File: src/rtl/fetch_unit_if.sv
// fetch_unit_if: ROM address/data and decode handshake bundle for the fetch stage
interface fetch_unit_if;
  logic [7:0] addr_out_FETCH;
  logic [7:0] rom_data_FETCH;
  logic [7:0] instr_FETCH;
  logic [7:0] instr_pc_FETCH;
  logic       instr_valid_FETCH;
  logic       instr_ready_FETCH;
  logic       jump_en_FETCH;
  logic [7:0] jump_addr_FETCH;
  logic       halt_FETCH;
  logic       resume_FETCH;
  logic       halted_FETCH;
  logic       addr_err_FETCH;
  modport master (
    output addr_out_FETCH, instr_FETCH, instr_pc_FETCH, instr_valid_FETCH, halted_FETCH, addr_err_FETCH,
    input  rom_data_FETCH, instr_ready_FETCH, jump_en_FETCH, jump_addr_FETCH, halt_FETCH, resume_FETCH
  );
  modport slave (
    input  addr_out_FETCH, instr_FETCH, instr_pc_FETCH, instr_valid_FETCH, halted_FETCH, addr_err_FETCH,
    output rom_data_FETCH, instr_ready_FETCH, jump_en_FETCH, jump_addr_FETCH, halt_FETCH, resume_FETCH
  );
endinterface

File: src/rtl/fetch_unit.sv
// fetch_unit: PC owner and ROM fetch stage handing instructions to decode over valid/ready
module fetch_unit #(
  parameter int         ROM_DEPTH  = 16,
  parameter logic [7:0] START_ADDR = 8'h00
) (
  input  logic         clk_FETCH,
  input  logic         rstn_FETCH,
  fetch_unit_if.master bus
);
  typedef enum logic [1:0] {REQ, CAP, HOLD, HALTED} state_t;
  localparam logic [7:0] MASK = 8'(ROM_DEPTH - 1);
  state_t     state;
  logic [7:0] pc;
  // PC is itself a register, so the ROM address is always its registered copy
  assign bus.addr_out_FETCH = pc;
  always_ff @(posedge clk_FETCH or negedge rstn_FETCH) begin
    if (!rstn_FETCH) begin
      state                 <= REQ;
      pc                    <= START_ADDR & MASK;
      bus.instr_FETCH       <= 8'h00;
      bus.instr_pc_FETCH    <= 8'h00;
      bus.instr_valid_FETCH <= 1'b0;
      bus.halted_FETCH      <= 1'b0;
      bus.addr_err_FETCH    <= 1'b0;
    end else begin
      bus.addr_err_FETCH <= 1'b0;
      case (state)
        REQ: state <= CAP;
        CAP: begin
          bus.instr_FETCH       <= bus.rom_data_FETCH;
          bus.instr_pc_FETCH    <= pc;
          bus.instr_valid_FETCH <= 1'b1;
          pc                    <= (pc + 8'd1) & MASK;
          state                 <= HOLD;
        end
        HOLD: if (bus.instr_ready_FETCH) begin
          bus.instr_valid_FETCH <= 1'b0;
          if (bus.jump_en_FETCH) begin
            pc                 <= bus.jump_addr_FETCH & MASK;
            bus.addr_err_FETCH <= {1'b0, bus.jump_addr_FETCH} >= 9'(ROM_DEPTH);
          end
          bus.halted_FETCH <= bus.halt_FETCH;
          state            <= bus.halt_FETCH ? HALTED : REQ;
        end
        HALTED: if (bus.resume_FETCH) begin
          bus.halted_FETCH <= 1'b0;
          state            <= REQ;
        end
      endcase
    end
  end
endmodule

File: src/flat_wrapper.sv
// flat-port wrapper written by rule: the top's interface ports become plain ports
module fetch_unit_flat 
#(
  parameter int         ROM_DEPTH  = 16,
  parameter logic [7:0] START_ADDR = 8'h00
)
  (clk_FETCH, rstn_FETCH, bus_addr_out_FETCH, bus_instr_FETCH, bus_instr_pc_FETCH, bus_instr_valid_FETCH, bus_halted_FETCH, bus_addr_err_FETCH, bus_rom_data_FETCH, bus_instr_ready_FETCH, bus_jump_en_FETCH, bus_jump_addr_FETCH, bus_halt_FETCH, bus_resume_FETCH);
  fetch_unit_if bus_i ();
  input  logic clk_FETCH;
  input  logic rstn_FETCH;
  output wire logic [$bits(bus_i.addr_out_FETCH)-1:0] bus_addr_out_FETCH;
  output wire logic [$bits(bus_i.instr_FETCH)-1:0] bus_instr_FETCH;
  output wire logic [$bits(bus_i.instr_pc_FETCH)-1:0] bus_instr_pc_FETCH;
  output wire logic [$bits(bus_i.instr_valid_FETCH)-1:0] bus_instr_valid_FETCH;
  output wire logic [$bits(bus_i.halted_FETCH)-1:0] bus_halted_FETCH;
  output wire logic [$bits(bus_i.addr_err_FETCH)-1:0] bus_addr_err_FETCH;
  input wire logic [$bits(bus_i.rom_data_FETCH)-1:0] bus_rom_data_FETCH;
  input wire logic [$bits(bus_i.instr_ready_FETCH)-1:0] bus_instr_ready_FETCH;
  input wire logic [$bits(bus_i.jump_en_FETCH)-1:0] bus_jump_en_FETCH;
  input wire logic [$bits(bus_i.jump_addr_FETCH)-1:0] bus_jump_addr_FETCH;
  input wire logic [$bits(bus_i.halt_FETCH)-1:0] bus_halt_FETCH;
  input wire logic [$bits(bus_i.resume_FETCH)-1:0] bus_resume_FETCH;
  assign bus_addr_out_FETCH = bus_i.addr_out_FETCH;
  assign bus_instr_FETCH = bus_i.instr_FETCH;
  assign bus_instr_pc_FETCH = bus_i.instr_pc_FETCH;
  assign bus_instr_valid_FETCH = bus_i.instr_valid_FETCH;
  assign bus_halted_FETCH = bus_i.halted_FETCH;
  assign bus_addr_err_FETCH = bus_i.addr_err_FETCH;
  assign bus_i.rom_data_FETCH = bus_rom_data_FETCH;
  assign bus_i.instr_ready_FETCH = bus_instr_ready_FETCH;
  assign bus_i.jump_en_FETCH = bus_jump_en_FETCH;
  assign bus_i.jump_addr_FETCH = bus_jump_addr_FETCH;
  assign bus_i.halt_FETCH = bus_halt_FETCH;
  assign bus_i.resume_FETCH = bus_resume_FETCH;
  fetch_unit #(.ROM_DEPTH(ROM_DEPTH), .START_ADDR(START_ADDR)) u_core (.clk_FETCH(clk_FETCH), .rstn_FETCH(rstn_FETCH), .bus(bus_i));
endmodule
File: config.mk
export PLATFORM = sky130hd
export DESIGN_NAME = fetch_unit_flat
export DESIGN_NICKNAME = d
export VERILOG_FILES = /design/src/rtl/fetch_unit_if.sv /design/src/rtl/fetch_unit.sv /design/src/flat_wrapper.sv
export SDC_FILE = /design/constraint.sdc
export NUM_CORES = 1
export LEC_CHECK = 0
export BUFFER_PORTS_ARGS = -buffer_cell sky130_fd_sc_hd__buf_2
export CELL_PAD_IN_SITES_DETAIL_PLACEMENT = 1
export CELL_PAD_IN_SITES_GLOBAL_PLACEMENT = 2
export CORE_UTILIZATION = 26
export CTS_BUF_LIST = sky130_fd_sc_hd__clkbuf_4 sky130_fd_sc_hd__clkbuf_8
export CTS_CLUSTER_SIZE = 20
export DETAILED_ROUTE_END_ITERATION = 16
export PLACE_DENSITY = 0.84
export SLEW_MARGIN = 20
export SYNTH_ARGS = -nofsm -noshare
export SYNTH_HDL_FRONTEND = slang
export SYNTH_SLANG_ARGS = --single-unit
File: constraint.sdc
create_clock -name clk_FETCH -period 1.27 [get_ports clk_FETCH]
set_input_delay 0.127 -clock clk_FETCH [delete_from_list [all_inputs] [get_ports clk_FETCH]]
set_output_delay 0.127 -clock clk_FETCH [all_outputs]
set_load 0.02 [all_outputs]
==> results by group, run 1 <==
Outcome
  • Outcome: finished, violations left
  • Failing checks: setup timing

Synth
  • Cells after synthesis: 86
  • YS warnings: 0
  • Synth area leaders: dfrtp_1 (49%), mux2_2 (7.4%), mux2_4 (7.0%)
  • Synth unique cells: 33
  • Sequential share of the synthesized area: 49.07%
  • Area leader, netlist: dfrtp_1
  • Synth Area per Inst: ~12 sq um
  • Area share of the largest cell type after synthesis: between 40% and 50%
  • Synth Register Bits: 21
  • Mapped cell area: 0.001071 sq mm

STA
  • Final max-slew violation count: 0
  • Layout Skew: 0.001819 ns
  • Part of the cycle the worst path needs: 100.4%
  • Finish-stage setup viols: 1
  • Max Clk Rate: a little under 0.8 GHz
  • Final Hold Viols: 0
  • RSZ-0062 raised after global routing: true
  • Worst setup slack after layout: -0.004462 ns
  • Final min period: 1.274 ns

Layout
  • Fin nets: 155
  • Layout fillers: between 400 and 500
  • ANT cells: 0
  • Non-Filler Instances: 179
  • P&R area growth vs syn: 30.49%
  • Share of layout cells above drive strength 1: 53.44%
  • Most frequent cells in the layout: buf_2 (40), dfrtp_1 (20), mux2_4 (12)
  • Commonest non-fill, non-tap cell in the layout: buf_2

Job
  • Max-Cap Viols: 0

Worst hold path
  • HP Class: input pin to flop

Placement
  • Setup WS pre-CTS: -0.02227 ns
  • Hpwl dp: about 1800 um
  • Gpl congestion: between 0.6 and 0.7
  • Port Buffers: 40
  • Placed insts: around 170

Floorplanning
  • Core Rows: 22
  • I/O Pins: between 40 and 50
  • Initial Utilization: approximately 28%
  • Overall die area: about 0.0044 sq mm
  • Die X: about 66 um
  • Core Region: roughly 0.0038 sq mm
  • Die height: approximately 66 um

Clock tree
  • Reg clk slew, reported paths: about 0.070 ns
  • TritonCTS clock tree: built
  • Skew-Pair Late Insertion Delay: around 0.26 ns
  • Clock Sinks: 21
  • Max clock buf depth: 2
  • Root Driver: clkbuf_8
  • # H-tree levels: 1
  • Num CTS Buffers: 3

Power
  • Power Internal: 2.264 mW
  • Cell Pwr Density: about 2700 mW/mm^2
  • Sw Share: approximately two fifths
  • Sequential power share: approximately 34%
  • Logic gate share of total power: 54.3%
  • Leak: 0.6953 nW
  • VDD IR max: about 0.00068 V
  • Power Total: between 3 and 4 mW
  • Switching power: ~1.5 mW
  • Clock share of power: 12.2%

Worst setup path
  • CP bufs+invs: 0
  • Max Fanout on Critical Path: 5
  • Max incr delay on CP: around 0.44 ns
  • R2R Setup Slk: -0.004 ns
  • Worst Setup End Kind: flop
  • WP data required: approximately 1.4 ns
  • CP arrival: 1.42 ns
  • Slowest CP cell: dfrtp_2
  • WS Path Type: flop to flop
  • Startpoint Class: flop
  • CP cell instances: and4b_2, or2_4, a22o_1
  • Largest delay share family, worst path: simple AND/OR/NAND/NOR gates

Global routing
  • GRT Total Usage: 11.71%
  • Initial antenna violation count: 0
  • Number of global-route vias before repair: 846
  • Largest net degree at the start of global routing: 22
  • First-pass GRT wire length: 3829 um
  • Total grt overflow: 0

Drt
  • Antenna-violating nets left: 0
  • Drt drc: 0
  • Drt via density: ~4.4
  • Detailed Route Iter0 Violations: 38
  • Total number of vias: just under 800
  • Final wirelength: 2397 um
  • Routed len/inst: roughly 13 um
  • Drt first pass iters: 3
sequential cells by signal, indices dropped and copies added, names as in the netlist:
signal	count
u_core.bus.instr_valid_FETCH	1
u_core.bus.instr_FETCH	8
u_core.bus.instr_pc_FETCH	4
u_core.state	2
u_core.bus.addr_err_FETCH	1
u_core.bus.halted_FETCH	1
u_core.bus.addr_out_FETCH	4
cell type report:
type / count / area (sq um) / share of cell area (%)
clock buffer: 4 / 48.80 / 3.491
inverter: 3 / 11.26 / 0.8057
multi-input combinational: 55 / 475.5 / 34.02
sequential: 21 / 526.8 / 37.69
tap: 48 / 60.06 / 4.297
timing repair buffer: 48 / 275.3 / 19.70
cells in the mapped netlist:
cell type,instances
dfrtp_1,21
buf_4,8
mux2_2,7
mux2_4,5
a21oi_1,4
buf_6,3
inv_1,3
nand2_1,3
o22ai_1,3
a31oi_1,2
and4b_1,2
mux2i_1,2
nor2b_1,2
nor3_1,2
a211oi_2,1
a21boi_0,1
a22o_1,1
a22oi_1,1
and3_1,1
buf_12,1
buf_2,1
clkbuf_1,1
conb_1,1
ha_1,1
nand2b_1,1
nand3_1,1
nand3b_1,1
nor2b_4,1
o21ai_0,1
o2bb2ai_1,1
o31ai_1,1
o41a_1,1
or2_4,1
layer usage:
layer | global-route usage [%] | share of wire, % | vias up
li1 | - | - | 376
met1 | 12.79 | 42 | 383
met2 | 21.68 | 51 | 26
met3 | 3.966 | 6.3 | 2
met4 | 2.394 | 0.42 | 0
met5 | 0 | 0 | -
stage by stage:
step	utilization, %	hold WS, ns	cell area (sq um)	setup TNS, ns
after floorplan	-	-0.1686	1097	-0.04308
after global placement	34.03	0.1028	1292	0
after detailed placement	34.03	0.1120	1292	-0.02227
after CTS	35.84	0.07721	1361	-0.01104
after global routing	36.79	0.08969	1398	-0.05547
final	36.79	0.08677	1398	-0.004462
power groups by stage:
stage	combinational [mW]	sequential, mW	clock (mW)
2_1_floorplan	1.07	1.58	0
3_3_place_gp	1.85	1.25	0
3_5_place_dp	1.90	1.27	0
4_1_cts	1.94	1.26	0.477
5_1_grt	2.21	1.31	0.511
6_report	2.04	1.26	0.456
kinds of logic after synthesis:
group	after synthesis	share of synthesized area, %
compound gates	17	11.22
fa+ha+maj	1	1.168
buf+inv	17	12.50
flops	21	49.07
mux	14	16.24
other cells	1	0.3501
simple gates	15	9.463
timing repair:
item                       CTS  global route
hold endpoints to repair    21             0
pin swaps                    0             0
hold buffers                 1             0
gates resized for setup      2             9
setup endpoints to repair    3            11
setup buffers                1             0
path summary, 6_finish.rpt:
path | from | end | cells after the start
max | u_core.state[1] | u_core.bus.addr_out_FETCH[3] | 3
min | bus_resume_FETCH | u_core.state[1] | 2
max in group asynchronous | rstn_FETCH | u_core.state[1] | 2
min in group asynchronous | rstn_FETCH | u_core.bus.instr_FETCH[5] | 2
max reg2reg | u_core.state[1] | u_core.bus.addr_out_FETCH[3] | 3
min reg2reg | u_core.bus.instr_pc_FETCH[1] | u_core.bus.instr_pc_FETCH[1] | 1
Power figures use the tool's default switching activity.
==> inputs of run 2 (changes only) <==
ABC_AREA = 1   (was not set)
CORE_UTILIZATION = 24   (was 26)
==> run 2 against run 1 <==
The run now ends clean. Register-to-register slack improved by 0.11 ns. Sequential power fell by 3%. Synthesized area fell by 4.0%. Cell count rose by 10%. Worst hold slack improved by 0.0080 ns.
==> results by group, run 2 <==
Layout
  • Max reg flops: 8 (unchanged)
  • P&R area growth vs syn: 29.68% (was 30.49%)
  • Layout Utilization: 32.87% (was 36.79%)
  • ANT cells: 0 (unchanged)
  • Layout fillers: 489 (was 441)
  • Share of layout cells above drive strength 1: 44.22% (was 53.44%)
  • Most frequent cells in the layout: buf_2 (40), nand2_1 (22), dfrtp_1 (20) (was buf_2 (40), dfrtp_1 (20), mux2_4 (12))
  • Post-layout instance area: 0.001334 sq mm (was 0.001398 sq mm)
  • Commonest non-fill, non-tap cell in the layout: buf_2 (unchanged)
  • Largest Register: u_core.bus.instr_FETCH (unchanged)
  • Non-Filler Instances: 197 (was 179)
  • Fin nets: 171 (was 155)

STA
  • Part of the cycle the worst path needs: 91.55% (was 100.4%)
  • Final TNS setup: 0 ns (was -0.004462 ns)
  • Hold_ws: 0.09475 ns (was 0.08677 ns)
  • Max Clk Rate: 0.8601 GHz (was 0.7846 GHz)
  • Finish-stage setup viols: 0 (was 1)
  • Final min period: 1.163 ns (was 1.274 ns)
  • Layout Skew: 0.002664 ns (was 0.001819 ns)
  • Final Hold Viols: 0 (unchanged)
  • Final max-slew violation count: 0 (unchanged)
  • RSZ-0062 raised after global routing: false (was true)
  • Worst setup slack after layout: 0.1074 ns (was -0.004462 ns)

Worst setup path
  • Slowest CP cell: dfrtp_1 (was dfrtp_2)
  • WP data required: 1.46 ns (was 1.42 ns)
  • Worst Setup End Kind: flop (unchanged)
  • CP cell instances: inv_1, nand2_2, inv_2, nand2_1, o21ai_0, nand2_1, o21ai_2 (was and4b_2, or2_4, a22o_1)
  • WS Path Type: flop to flop (unchanged)
  • CP arrival: 1.35 ns (was 1.42 ns)
  • Max incr delay on CP: 0.43 ns (was 0.44 ns)
  • Startpoint Class: flop (unchanged)
  • CP bufs+invs: 2 (was 0)
  • Max Fanout on Critical Path: 6 (was 5)
  • Largest delay share family, worst path: flip-flops (was simple AND/OR/NAND/NOR gates)
  • Cell mode on critical path: nand2_1

Clock tree
  • Reg clk slew, reported paths: 0.08 ns (was 0.07 ns)
  • TritonCTS clock tree: built (unchanged)
  • Max clock buf depth: 2 (unchanged)
  • Num CTS Buffers: 3 (unchanged)
  • Skew-Pair Late Insertion Delay: 0.26 ns (about the same)
  • Root Driver: clkbuf_8 (unchanged)
  • Setup Buffers After CTS: 0 (was 1)
  • Clock Sinks: 21 (unchanged)
  • # H-tree levels: 1 (unchanged)

Global routing
  • Largest net degree at the start of global routing: 22 (unchanged)
  • Initial antenna violation count: 0 (unchanged)
  • Number of global-route vias before repair: 870 (was 846)
  • GRT Total Usage: 12.48% (was 11.71%)
  • Total grt overflow: 0 (unchanged)
  • First-pass GRT wire length: 4140 um (was 3829 um)

Synth
  • Synth Register Bits: 21 (unchanged)
  • Synth area leaders: dfrtp_1 (51%), mux2_4 (10%), nand2_1 (8.0%) (was dfrtp_1 (49%), mux2_2 (7.4%), mux2_4 (7.0%))
  • Post-synth EDFFs: 0 (unchanged)
  • Most common cell in the netlist: nand2_1 (was dfrtp_1)
  • Mapped cell area: 0.001028 sq mm (was 0.001071 sq mm)
  • YS warnings: 0 (unchanged)
  • Cells after synthesis: 102 (was 86)
  • Area share of the largest cell type after synthesis: 51.09% (was 49.07%)
  • Synth Area per Inst: 10.08 sq um (was 12.45 sq um)
  • Top cells by count, synth: nand2_1 (22), dfrtp_1 (21), buf_4 (8), inv_1 (8) (was dfrtp_1 (21), buf_4 (8), mux2_2 (7))
  • Dominant synthesized flop cell: dfrtp_1 (unchanged)
  • Sequential share of the synthesized area: 51.09% (was 49.07%)
  • Synth unique cells: 22 (was 33)
  • Area leader, netlist: dfrtp_1 (unchanged)
  • Post-synth ARST share: 100.0% (unchanged)

Placement
  • Placed insts: 192 (was 173)
  • Port Buffers: 40 (unchanged)
  • Hpwl dp: 2121 um (was 1813 um)
  • DP Area: 0.001276 sq mm (was 0.001292 sq mm)
  • Setup WS pre-CTS: 0.08344 ns (was -0.02227 ns)
  • Gpl congestion: 0.7549 (was 0.6845)

Drt
  • Drt drc: 0 (unchanged)
  • Detailed Route Iter0 Violations: 44 (was 38)
  • Antenna-violating nets left: 0 (unchanged)
  • Routed len/inst: 13.43 um (was 13.39 um)
  • Total number of vias: 829 (was 787)
  • Final wirelength: 2645 um (was 2397 um)
  • Drt first pass iters: 5 (was 3)
  • Drt via density: 4.208 (was 4.397)

Power
  • Switching power: 1.578 mW (was 1.486 mW)
  • Cell Pwr Density: 2691 mW/mm^2 (was 2684 mW/mm^2)
  • Power Internal: 2.011 mW (was 2.264 mW)
  • Leak: 0.7253 nW (was 0.6953 nW)
  • Clock share of power: 12.2% (about the same)
  • Power Total: 3.589 mW (was 3.751 mW)
  • Sequential power share: 33.9% (was 33.5%)
  • Sw Share: 43.96% (was 39.62%)
  • VDD IR max: 0.0009827 V (was 0.0006793 V)
  • Logic gate share of total power: 53.9% (was 54.3%)

Floorplanning
  • Core Rows: 23 (was 22)
  • Die height: 67.46 um (was 66.18 um)
  • Initial Utilization: 25.35% (was 28.19%)
  • I/O Pins: 49 (unchanged)
  • Core Region: 0.004058 sq mm (was 0.003799 sq mm)
  • Die X: 67.46 um (was 66.18 um)
  • Overall die area: 0.004551 sq mm (was 0.004380 sq mm)

Worst hold path
  • HP Class: input pin to flop (unchanged)

Outcome
  • Outcome: finished clean (was finished, violations left)

Job
  • Max-Cap Viols: 0 (unchanged)
run 2: changes by cell type after synthesis, moves of 3 or more:
cell / previous run / this run
inv_1: 3 / 8
mux2_2: 7 / 1
nand2_1: 3 / 22
nand3_1: 1 / 7
nor2_1: 0 / 3
o21ai_0: 1 / 7
o21ai_2: 0 / 3
o22ai_1: 3 / 0
run 2: final cells by class:
type,count,area [sq um],area share [%]
clock inverter,1,5.005,0.3752
tap,50,62.56,4.690
multi-input combinational,68,415.4,31.14
clock buffer,3,41.29,3.096
timing repair buffer,44,245.2,18.39
sequential,21,526.8,39.49
inverter,10,37.54,2.814
run 2: repair_timing:
item,in CTS,in global routing
endpoints found under the setup margin,0,2
hold endpoints to repair,21,0
hold buffers,1,0
gates resized for setup,0,1
run 2: worst paths after layout:
check | start | depth (start not counted) | to | slack [ns]
setup / recovery | u_core.state[0] | 7 | u_core.bus.addr_out_FETCH[0] | 0.11
setup reg to reg | u_core.state[0] | 7 | u_core.bus.addr_out_FETCH[0] | 0.11
hold reg to reg | u_core.bus.instr_valid_FETCH | 2 | u_core.bus.instr_valid_FETCH | 0.48
hold / removal | bus_rom_data_FETCH[4] | 2 | u_core.bus.instr_FETCH[4] | 0.09
min in group asynchronous | rstn_FETCH | 2 | u_core.bus.addr_err_FETCH | 0.37
max in group asynchronous | rstn_FETCH | 2 | u_core.state[1] | 0.54
run 2: power groups by stage:
stage	clock, mW	sequential (mW)	combinational [mW]
4_1_cts	0.455	1.22	1.96
6_report	0.439	1.22	1.94
5_1_grt	0.479	1.26	2.12
3_5_place_dp	0	1.23	1.95
2_1_floorplan	0	1.55	0.980
3_3_place_gp	0	1.20	1.86
run 2: metal layers:
metal  track usage (%)  share of wire, %  up-vias
met2             22.77                57       17
met1             14.83                41      410
met3             2.196               2.6        0
met4             3.191                 0        0
li1                  -                 -      402
met5                 0                 0        -
run 2: cells by family (layout without fill, tap and decap cells):
kind of cell,Yosys count,after routing,share of synthesized area (%)
buffers and inverters,20,58,11.07
flip-flops,21,21,51.09
AND/OR/NAND/NOR,39,39,18.01
adder cells (fa/ha/maj),1,1,1.216
multiplexers,8,8,11.31
other,1,8,0.3646
AO/OA/AOI/OAI,12,12,6.934
